<file path="config.mk">
export PLATFORM = sky130hd
export DESIGN_NAME = fft_frame_writer
export DESIGN_NICKNAME = d
export VERILOG_FILES = /design/src/rtl/fft_frame_writer.sv
export SDC_FILE = /design/constraint.sdc
export NUM_CORES = 1
export LEC_CHECK = 0
export CAP_MARGIN = 20
export CORE_AREA = 2 2 240 242
export CTS_BUF_LIST = sky130_fd_sc_hd__clkbuf_16
export CTS_CLUSTER_SIZE = 25
export DETAILED_ROUTE_END_ITERATION = 10
export DIE_AREA = 0 0 242 244
export MAX_ROUTING_LAYER = met4
export PLACE_DENSITY = 0.78
export SETUP_SLACK_MARGIN = 0.15
export SLEW_MARGIN = 10
export SYNTH_ARGS = -nofsm -noshare
export SYNTH_HDL_FRONTEND = slang
export SYNTH_SLANG_ARGS = --single-unit
</file>
<file path="constraint.sdc">
create_clock -name clock -period 4.86 [get_ports clock]
set_clock_uncertainty 0.15 [all_clocks]
set_input_delay 0.972 -clock clock [delete_from_list [all_inputs] [get_ports clock]]
set_output_delay 0.972 -clock clock [all_outputs]
set_load 0.05 [all_outputs]
</file>
<file path="src/rtl/fft_frame_writer.sv">
// Frame-buffer writer: collects one FFT spectrum over a valid/ready stream, then rasterises it as
// vertical colour-coded bars, one pixel per clock. Optional peak-hold markers under `PEAK_HOLD_EN`.
module fft_frame_writer #(
    parameter int unsigned H_PIXELS  = 640,
    parameter int unsigned V_PIXELS  = 480,
    parameter int unsigned NUM_BINS  = 64,
    parameter int unsigned MAG_WIDTH = 9
) (
    input  logic                        clock,
    input  logic                        reset_n,
    input  logic                        bin_valid,
    output logic                        bin_ready,
    input  logic [$clog2(NUM_BINS)-1:0] bin_index,
    input  logic [MAG_WIDTH-1:0]        bin_mag,
    input  logic                        bin_last,
    output logic                        wr_en,
    output logic [18:0]                 wr_addr,
    output logic [2:0]                  wr_data,
    output logic                        ready,
    output logic                        busy
);

    localparam int unsigned B_W   = $clog2(NUM_BINS);
    localparam int unsigned X_W   = $clog2(H_PIXELS);
    localparam int unsigned Y_W   = $clog2(V_PIXELS);
    localparam int unsigned BAR_W = H_PIXELS / NUM_BINS;
    localparam int unsigned C_W   = (BAR_W > 1) ? $clog2(BAR_W) : 1;

    localparam logic [X_W-1:0] X_LAST    = X_W'(H_PIXELS - 1);
    localparam logic [Y_W-1:0] Y_LAST    = Y_W'(V_PIXELS - 1);
    localparam logic [C_W-1:0] SUB_LAST  = C_W'(BAR_W - 1);
    localparam logic [18:0]    ADDR_LAST = 19'(H_PIXELS * V_PIXELS - 1);

    typedef enum logic {COLLECT, DRAW} state_t;

    state_t               state, state_next;
    logic                 alive;
    logic                 accept, go_draw, frame_done, issue;
    logic [MAG_WIDTH-1:0] mag_clamped;
    logic [MAG_WIDTH-1:0] heights [NUM_BINS];

    logic [X_W-1:0]       x;
    logic [Y_W-1:0]       y;
    logic [B_W-1:0]       bin;
    logic [C_W-1:0]       sub;
    logic [18:0]          addr;
    logic                 scan_done;

    logic                 v1;
    logic [18:0]          addr1;
    logic [Y_W-1:0]       y1;
    logic [B_W-1:0]       bin1;
    logic [MAG_WIDTH-1:0] h1;
    logic [MAG_WIDTH-1:0] p1;
    logic [B_W+2:0]       code_prod;
    logic [2:0]           bar_code, pix_code;
    logic                 lit, peak_hit;

    assign accept      = bin_valid && bin_ready;
    assign go_draw     = accept && bin_last;
    assign frame_done  = wr_en && (wr_addr == ADDR_LAST);
    assign issue       = (state == DRAW) && !scan_done;
    assign mag_clamped = (32'(bin_mag) > V_PIXELS) ? MAG_WIDTH'(V_PIXELS) : bin_mag;

    // NOTE: sequential state uses <= so every register samples pre-edge values in parallel.
    always_ff @(posedge clock or negedge reset_n) begin
        if (!reset_n) begin
            state <= COLLECT;
            alive <= 1'b0;
            ready <= 1'b0;
        end else begin
            state <= state_next;
            alive <= 1'b1;
            if (frame_done)
                ready <= 1'b1;
        end
    end

    // NOTE: every output of this block gets a default first, so no path can infer a latch.
    always_comb begin
        state_next = state;
        bin_ready  = 1'b0;
        busy       = 1'b0;
        case (state)
            COLLECT: begin
                bin_ready = alive;
                if (go_draw)
                    state_next = DRAW;
            end
            DRAW: begin
                busy = 1'b1;
                if (frame_done)
                    state_next = COLLECT;
            end
            default: state_next = COLLECT;
        endcase
    end

    // NOTE: the heights array is flops, not RAM, so it can and must clear on reset.
    always_ff @(posedge clock or negedge reset_n) begin
        if (!reset_n) begin
            for (int i = 0; i < NUM_BINS; i++)
                heights[i] <= '0;
        end else if (accept) begin
            heights[bin_index] <= mag_clamped;
        end
    end

`ifdef PEAK_HOLD_EN
    logic [MAG_WIDTH-1:0] peaks [NUM_BINS];

    function automatic logic [MAG_WIDTH-1:0] peak_next(input logic [MAG_WIDTH-1:0] h,
                                                       input logic [MAG_WIDTH-1:0] p);
        logic [MAG_WIDTH-1:0] p_dec;
        p_dec = (p == '0) ? '0 : p - MAG_WIDTH'(1);
        return (h > p_dec) ? h : p_dec;
    endfunction

    // Updated on the accept that starts DRAW, folding in the height landing on that same edge.
    always_ff @(posedge clock or negedge reset_n) begin
        if (!reset_n) begin
            for (int i = 0; i < NUM_BINS; i++)
                peaks[i] <= '0;
        end else if (go_draw) begin
            for (int i = 0; i < NUM_BINS; i++)
                peaks[i] <= peak_next((bin_index == B_W'(i)) ? mag_clamped : heights[i], peaks[i]);
        end
    end
`endif

    always_ff @(posedge clock or negedge reset_n) begin
        if (!reset_n) begin
            x         <= '0;
            y         <= '0;
            bin       <= '0;
            sub       <= '0;
            addr      <= '0;
            scan_done <= 1'b0;
        end else if (state != DRAW) begin
            x         <= '0;
            y         <= '0;
            bin       <= '0;
            sub       <= '0;
            addr      <= '0;
            scan_done <= 1'b0;
        end else if (!scan_done) begin
            addr <= addr + 19'd1;
            if (addr == ADDR_LAST)
                scan_done <= 1'b1;
            if (x == X_LAST) begin
                x   <= '0;
                sub <= '0;
                bin <= '0;
                y   <= (y == Y_LAST) ? '0 : y + Y_W'(1);
            end else begin
                x <= x + X_W'(1);
                if (sub == SUB_LAST) begin
                    sub <= '0;
                    bin <= bin + B_W'(1);
                end else begin
                    sub <= sub + C_W'(1);
                end
            end
        end
    end

    always_ff @(posedge clock or negedge reset_n) begin
        if (!reset_n) begin
            v1    <= 1'b0;
            addr1 <= '0;
            y1    <= '0;
            bin1  <= '0;
            h1    <= '0;
            p1    <= '0;
        end else begin
            v1    <= issue;
            addr1 <= addr;
            y1    <= y;
            bin1  <= bin;
            h1    <= heights[bin];
`ifdef PEAK_HOLD_EN
            p1    <= peaks[bin];
`else
            p1    <= '0;
`endif
        end
    end

    assign code_prod = (B_W + 3)'(bin1) * (B_W + 3)'(7);
    assign bar_code  = 3'd1 + 3'(code_prod >> B_W);
    assign lit       = (32'(y1) + 32'(h1)) >= V_PIXELS;
    assign peak_hit  = (p1 != '0) && ((32'(y1) + 32'(p1)) == V_PIXELS);
    assign pix_code  = peak_hit ? 3'd7 : (lit ? bar_code : 3'd0);

    always_ff @(posedge clock or negedge reset_n) begin
        if (!reset_n) begin
            wr_en   <= 1'b0;
            wr_addr <= '0;
            wr_data <= '0;
        end else begin
            wr_en   <= v1;
            wr_addr <= addr1;
            wr_data <= v1 ? pix_code : 3'd0;
        end
    end

endmodule

</file>
After elaboration in Yosys (flattened, before gate mapping)
Index checks and enable logic that the tools add are counted.
- flip-flop bits (word level): 695
- logic and storage cells: 147
- add/subtract/negate cells: 7
- multiply operators: 1
- order comparisons: 5
- eq/ne operators: 8
- mux-type cells: 34
- bitwise logic cells: 3
- reductions and logical operators: 8
- operators with widths (cell ; count):
    bitwise mux 576 bit ; 1
    2-to-1 mux 9 bit ; 8
    binary-select mux 9 bit (select 6 bit) ; 1
    demux 9 bit (select 6 bit) ; 1
    equality test 19 bit, second input constant ; 2
    2-to-1 mux 19 bit ; 2
    2-to-1 mux 10 bit ; 3
    2-to-1 mux 6 bit ; 4
    adder 19 x 1 -> 19 bit, second input constant ; 1
    2-to-1 mux 4 bit ; 4
    greater-or-equal comparator 7 bit, second input constant ; 2
    inverter 6 -> 7 bit ; 2
    adder 10 x 1 -> 10 bit, second input constant ; 1
    adder 9 x 9 -> 10 bit ; 1
    equality test 10 bit, second input constant ; 1
    greater-or-equal comparator 10 x 9 -> 1 bit, second input constant ; 1
    adder 9 x 1 -> 9 bit, second input constant ; 1
    equality test 9 bit, second input constant ; 1
    > comparator 9 bit, second input constant ; 1
    multiplier 6 x 3 -> 9 bit, second input constant ; 1
    less-than comparator 7 x 1 -> 1 bit, second input constant ; 1
    2-to-1 mux 1 bit ; 7
    adder 6 x 1 -> 6 bit, second input constant ; 1
    2-to-1 mux 3 bit ; 2
    11 further kinds ; 16

Logic depth before layout (Yosys ltp)
Gate-level depths: netlist of the first run.
- depth after elaboration: 6
- depth in mapped cells: 11

Worst setup path after synthesis of the first run
No wires, ideal clock.
- kind: register to output
- start: register state
- end: output port bin_ready
- arrival: 1.720 ns
- required time: 3.738 ns
- slack: 2.018 ns
- cell stages (with the launch flop): 4
- cells stage by stage: dfrtp_1 -> clkbuf_1 -> clkbuf_1 -> nor2b_1
- longest elaborated chain between the ends: 1
- ends and longest elaborated chain (item ; line ; source):
    start, declared ; 36 ; state_t state, state_next;
    start signal, assigned ; 72 ; state <= state_next;
    2-to-1 mux 1 bit ; 84 ; case (state)
    end, declared ; 12 ; output logic bin_ready,
Every way passes these cells.

Worst setup path in the final report of the first run
- start: input port bin_valid
- end: register heights[104] (netlist bit)
- longest elaborated chain between the ends: 1
- ends and longest elaborated chain (item ; line ; source):
    start, declared ; 11 ; input logic bin_valid,
    logical AND 1 bit ; 59 ; assign accept = bin_valid && bin_ready;
    end signal, assigned by index ; 105 ; heights[bin_index] <= mag_clamped;
    end, declared ; 40 ; logic [MAG_WIDTH-1:0] heights [NUM_BINS];
Every way passes these cells.
A chain may end at the register's enable or synchronous reset.

==> results_dict.tcl, run 1 <==
set metrics [dict create \
    status "complete, no violations" \
    ys_seq_area_share_pct 56.34 \
    clock_latency_ns 0.63 \
    initialDrtViolationCount 1944 \
    synth_edf_count 0 \
    fmax_mhz 284.8 \
    cts-root-buf "clkbuf_16" \
    die_area_sq_mm 0.05905 \
    total_power_mw 13.71 \
    max-clock-path-buffers 3 \
    cellPowerDensity_mw_per_mm2 399.4 \
    synth_simple_gate_area_share_pct 8.191 \
    period_share_pct 72.24 \
    grt.busiest_layer "met2" \
    yosysMostFrequentCell "dfrtp_1" \
    h-tree-depth 3 \
    firstDrtPassIters 6 \
    critical_path.slowest_cell "nor4bb_4" \
    core.rowCount 87 \
    drt-total-wl_um 76550 \
    instances_no_fill 3269 \
    fin_crit_ns 3.511 \
    tightest_slew_ns 1.176 \
    setup_viol 0 \
    via_per_inst 6.172 \
    synth_ff_type "dfrtp_1" \
    track_usage_pct 27.37 \
    synth.area.mux_share_pct 22.45 \
    final-max-slew-violation-count 0 \
    p_leak_nw 15.55 \
    grt_pass1_vias 21036 \
    cp.buffers_inverters 1 \
    wire_per_inst_um 23.42 \
    crit_type "in2reg" \
    grtUsageMet1_pct 35.71 \
    max_stage_delay_ns 1.04 \
    crit_arrival_ns 3.87 \
    avgSynthCellArea_sq_um 12.50 \
    synth_top_family_by_area "multiplexers" \
    crit_path_end_kind "flop" \
    synth_compound_area_share_pct 7.972 \
    vias 20177 \
    synth_commonest_cells "dfrtp_1 (695), nand2_1 (381), o21ai_0 (305)" \
    synth_cells 2470 \
    io_pins 45 \
    path_cells "clkdlybuf4s50_1, and3b_2, nor4bb_4, nand2_1, mux2_2" \
    grt_antenna_before_repair 4 \
    synth_nets 2518 \
    cp.required_ns 5.21 \
    ys_ff_latch 695 \
    synth_top_area_share_pct 56.34 \
    ys_warn_count 0 \
    critPathLaunchType "input port" \
    grt-ovfl-total 0 \
    grt_setup_unrepaired "false" \
    ant_nets 0 \
    drv_cap 0 \
    grt_max_degree 116 \
    max_slew_margin_pct 21.46 \
    fp.dieH_um 244 \
    cts_setup_buffers 0 \
    hold_ws_ns 0.1944 \
    fillers 4242 \
    numPortBuffers 44 \
    fin_setup_tns_ns 0 \
    yosys.area.top_type "dfrtp_1" \
    grtUsageMet3_pct 6.826 \
    met2_usage_pct 41.90 \
    hold_violations 0 \
    holdBufCountCts 0 \
    start_util_pct 54.96 \
    cp_top_family "simple AND/OR/NAND/NOR gates" \
    crit_fanout 14 \
    nNetsFinal 2504 \
    core_area_sq_mm 0.05617 \
    cts_tree "built" \
    die_w_um 242 \
    ctsResizeCount 0 \
    synthesis.area_sq_mm 0.03087 \
    synthTopCellsByArea "dfrtp_1 (56%), mux2_2 (11%), mux4_2 (8.2%)" \
    syn_to_final_growth_pct 11.18 \
    dp_hpwl_um 48930 \
    cts_made_buffers 70 \
    vdd_drop_max_v 0.0003579 \
    async_reset_ff_share_pct 100.0 \
    synth_cell_types 61 \
    drive_above_1_share_pct 23.48 \
    grt_pass1_wl_um 121400 \
    placed_cells 3138 \
    drc 0 \
    clk_pin_slew_worst_paths_ns 0.06 \
    numClockSinks 695 \
    hold_path_class "reg2reg" \
    synthXorXnorAreaFrac_pct 0.7660 \
    routabilityCongestion 0.9470 \
    synthAdderAreaFrac_pct 1.321 \
]
-- cell families after synthesis --
family,count (synthesis)
compound gates,435
xor+xnor,27
fa+ha+maj,29
buf+inv,212
flops,695
mux,512
other cells,1
simple gates,559
-- metal layers --
| layer | up-vias | wire (um) |
|---|---|---|
| li1 | 8751 | - |
| met1 | 10434 | 31350 |
| met4 | 0 | 2621 |
| met3 | 205 | 6502 |
| met2 | 787 | 36080 |
| met5 | - | 0 |
-- worst reg2reg max path, delay by kind of cell, from the launching register on --
kind	cells	cell delay (ns)
AOI/OAI and AO/OA	2	1.18
muxes	1	0.55
buffers and inverters	1	0.34
DFF	1	0.81
and+or+nand+nor	1	0.31
-- power by group --
group,internal (mW),switching (mW),leakage (nW)
sequential,6.19,0.322,9.54
combinational,0.838,1.05,4.89
clock,3.06,2.25,1.13
-- cells in the final DEF (no fill, tap or decap), drive strengths merged, types with 11 or more instances in the layout --
cell type,synthesis,layout
a21oi,11,11
nor3,11,11
nand2b,15,15
mux2i,103,103
nor2,31,31
o21ai,305,305
nor2b,19,19
ha,23,23
and2,26,26
nand4,12,12
nand3,17,17
and3,18,18
o22ai,34,34
a22oi,16,16
mux4,112,112
xnor2,17,17
a211oi,32,32
mux2,297,297
buf,58,70
clkbuf,137,72
clkinv,0,28
nand2,381,381
dfrtp,695,695
clkdlybuf4s50,0,39
inv,17,33
-- sequential cells by signal, indices dropped and copies added, names as in the netlist, 9 cells and up --
register  flops
wr_addr      19
y1            9
addr1        19
x            10
y             9
h1            9
addr         19
heights     576
-- layout make-up --
class	instances	area, sq um	area share, %
diodes	4	10.01	0.02916
well taps	756	945.9	2.756
repair buffers	109	1064	3.099
flip-flops and latches	695	17400	50.70
inverters	17	63.81	0.1859
clock buffers	72	1802	5.250
multi-input cells	1563	12600	36.72
clock inverters	53	432.9	1.261
-- through the flow --
stage	util, %	instance area (sq um)	setup WS (ns)
detailed placement	57.04	32040	0.8353
global route	61.10	34320	1.338
global placement	57.04	32040	0.9854
finish	61.10	34320	1.349
floorplan	-	30870	2.018
CTS	61.02	34270	1.457
-- final timing paths --
kind / from / end / slack [ns] / cells after the start
setup / recovery: bin_valid / heights[104] / 1.35 / 5
hold / removal: addr1[2] / wr_addr[2] / 0.19 / 0
setup reg to reg: bin[0] / h1[5] / 1.39 / 5
hold reg to reg: addr1[2] / wr_addr[2] / 0.19 / 0
max in group asynchronous: reset_n / heights[86] / 3.18 / 2
min in group asynchronous: reset_n / wr_addr[1] / 0.30 / 1
No activity file was read; power rests on OpenSTA's default activity.
==> run 2, diff against run 1 <==
- PLACE_DENSITY: 0.78 -> 0.81
- clock period: 4.86 -> 2.8 ns (I/O delays scaled with it)
==> run 2 against run 1 <==
Net effect: clock-buffer cell count rose by 3; first-iteration DRC count down 2.5%; combinational power rose by 100%; power grew 79%; worst setup slack got worse by 1.2 ns; register-to-register slack got worse by 1.3 ns; wire length grew 6.2%; sequential share of layout area is 2.5 points lower; flip-flop and latch count is the same; critical path depth rose by 5.
==> results_dict.tcl, run 2 (synthesis results as in run 1) <==
set metrics [dict create \
    cp_top_family "adder cells" \
    r2r_cells 10 \
    crit_type "reg2reg" \
    status "complete, no violations" \
    dp_hpwl_um 51990 \
    numPortBuffers 44 \
    path_cells "buf_4, fa_1, ha_1, nand3_1, a211oi_2, a21oi_2, xnor2_2, ha_4, xor2_1, and2_1" \
    cts_made_buffers 72 \
    crit_path_end_kind "flop" \
    grt_setup_unrepaired "true" \
    critical_path.slowest_cell "fa_1" \
    fin_crit_ns 2.663 \
    max_stage_delay_ns 0.45 \
    max-clock-path-buffers 3 \
    h-tree-depth 3 \
    drive_above_1_share_pct 29.33 \
    wire_per_inst_um 23.69 \
    critPathLaunchType "flop" \
    vdd_drop_max_v 0.0006267 \
    via_per_inst 6.216 \
    cp.buffers_inverters 1 \
    firstDrtPassIters 5 \
    grt-ovfl-total 0 \
    final_common_cell "dfrtp_1" \
    crit_arrival_ns 3.01 \
    largest_reg_flops 576 \
    grt_max_degree 86 \
    start_util_pct 54.96 \
    cts-root-buf "clkbuf_16" \
    die_area_sq_mm 0.05905 \
    layout_common_cells "dfrtp_1 (691), nand2_1 (376), o21ai_0 (305)" \
    regMostFlops "heights" \
    post-place-ws_ns -0.08520 \
    grt_pass1_wl_um 128900 \
    drv_cap 0 \
    r2r-end "wr_data[2]" \
    p_leak_nw 16.52 \
    clk_pin_slew_worst_paths_ns 0.06 \
    drt-total-wl_um 81320 \
    setup_viol 0 \
    nNetsFinal 2667 \
    drc 0 \
    setup_slack_ns 0.1365 \
    worstHoldStart "addr1[13]" \
    syn_to_final_growth_pct 16.86 \
    hold_violations 0 \
    grt_antenna_before_repair 0 \
    n_antenna_cell 0 \
    rr_startpoint "bin1[3]" \
    grt_pass1_vias 22704 \
    vias 21334 \
    core_area_sq_mm 0.05617 \
    max_slew_margin_pct 40.71 \
    fmax_mhz 375.4 \
    cp.required_ns 3.14 \
    track_usage_pct 29.04 \
    fp.dieH_um 244 \
    ant_nets 0 \
    initialDrtViolationCount 1896 \
    crit_fanout 3 \
    hold_path_class "reg2reg" \
    clock_latency_ns 0.61 \
    cp_num_cells 10 \
    cellPowerDensity_mw_per_mm2 681.8 \
    utilization_pct 64.23 \
    regToRegSetupSlack_ns 0.14 \
    crit_path_end "wr_data[2]" \
    core.rowCount 87 \
    startpoint "bin1[3]" \
    numClockSinks 695 \
    die_w_um 242 \
    cts_tree "built" \
    routabilityCongestion 0.9317 \
    final-max-slew-violation-count 0 \
    period_share_pct 95.12 \
    tightest_slew_ns 0.8893 \
    io_pins 45 \
]
run 2: worst min path at each step:
stage | endpoint | slack (ns) | depth (start not counted)
5_1_grt | wr_addr[0] | 0.21 | 0
3_3_place_gp | wr_addr[12] | 0.18 | 0
3_5_place_dp | wr_addr[13] | 0.19 | 0
6_report | wr_addr[13] | 0.20 | 0
4_1_cts | wr_addr[13] | 0.20 | 0
2_1_floorplan | addr1[0] | 0.11 | 0
run 2: layout make-up:
| cell class | count | area, sq um |
|---|---|---|
| Clock buffer | 75 | 1877 |
| Inverter | 17 | 63.81 |
| Tap cell | 756 | 945.9 |
| Multi-Input combinational cell | 1563 | 12710 |
| Fill cell | 3901 | 20090 |
| Clock inverter | 56 | 480.5 |
| Sequential cell | 695 | 17400 |
| Timing Repair Buffer | 270 | 2594 |
run 2: timing repair:
item	CTS	global route
pin swaps	1	7
setup buffers	6	2
endpoints found under the setup margin	10	6
resized for setup	9	16
hold buffers	1	0
hold endpoints to repair	49	0
run 2: report_power, final:
group	leakage, nW	switching, mW	internal [mW]
Sequential	9.54	0.470	10.7
Combinational	5.77	2.02	1.77
Clock	1.21	3.99	5.61
Total	16.5	6.47	18.1
run 2: through the flow:
step	power, mW	hold slack (ns)	cells	setup TNS (ns)	instance area (sq um)
global placement	14.87	0.1815	3292	-0.08793	33510
floorplan	13.66	0.1144	2470	0	30880
detailed placement	15.06	0.1855	3292	-1.873	33510
finish	24.60	0.1969	3432	0	36080
CTS	24.68	0.1984	3430	0	35970
global route	25.51	0.2069	3432	0	36080
run 2: layer usage:
| layer | share of wire, % | track usage [%] | routed length (um) | up-vias |
|---|---|---|---|---|
| li1 | - | - | - | 9086 |
| met1 | 39 | 36.73 | 31560 | 11020 |
| met2 | 48 | 45.59 | 39330 | 980 |
| met3 | 8.0 | 5.663 | 6473 | 248 |
| met5 | 0 | - | 0 | - |
| met4 | 4.9 | 13.74 | 3954 | 0 |
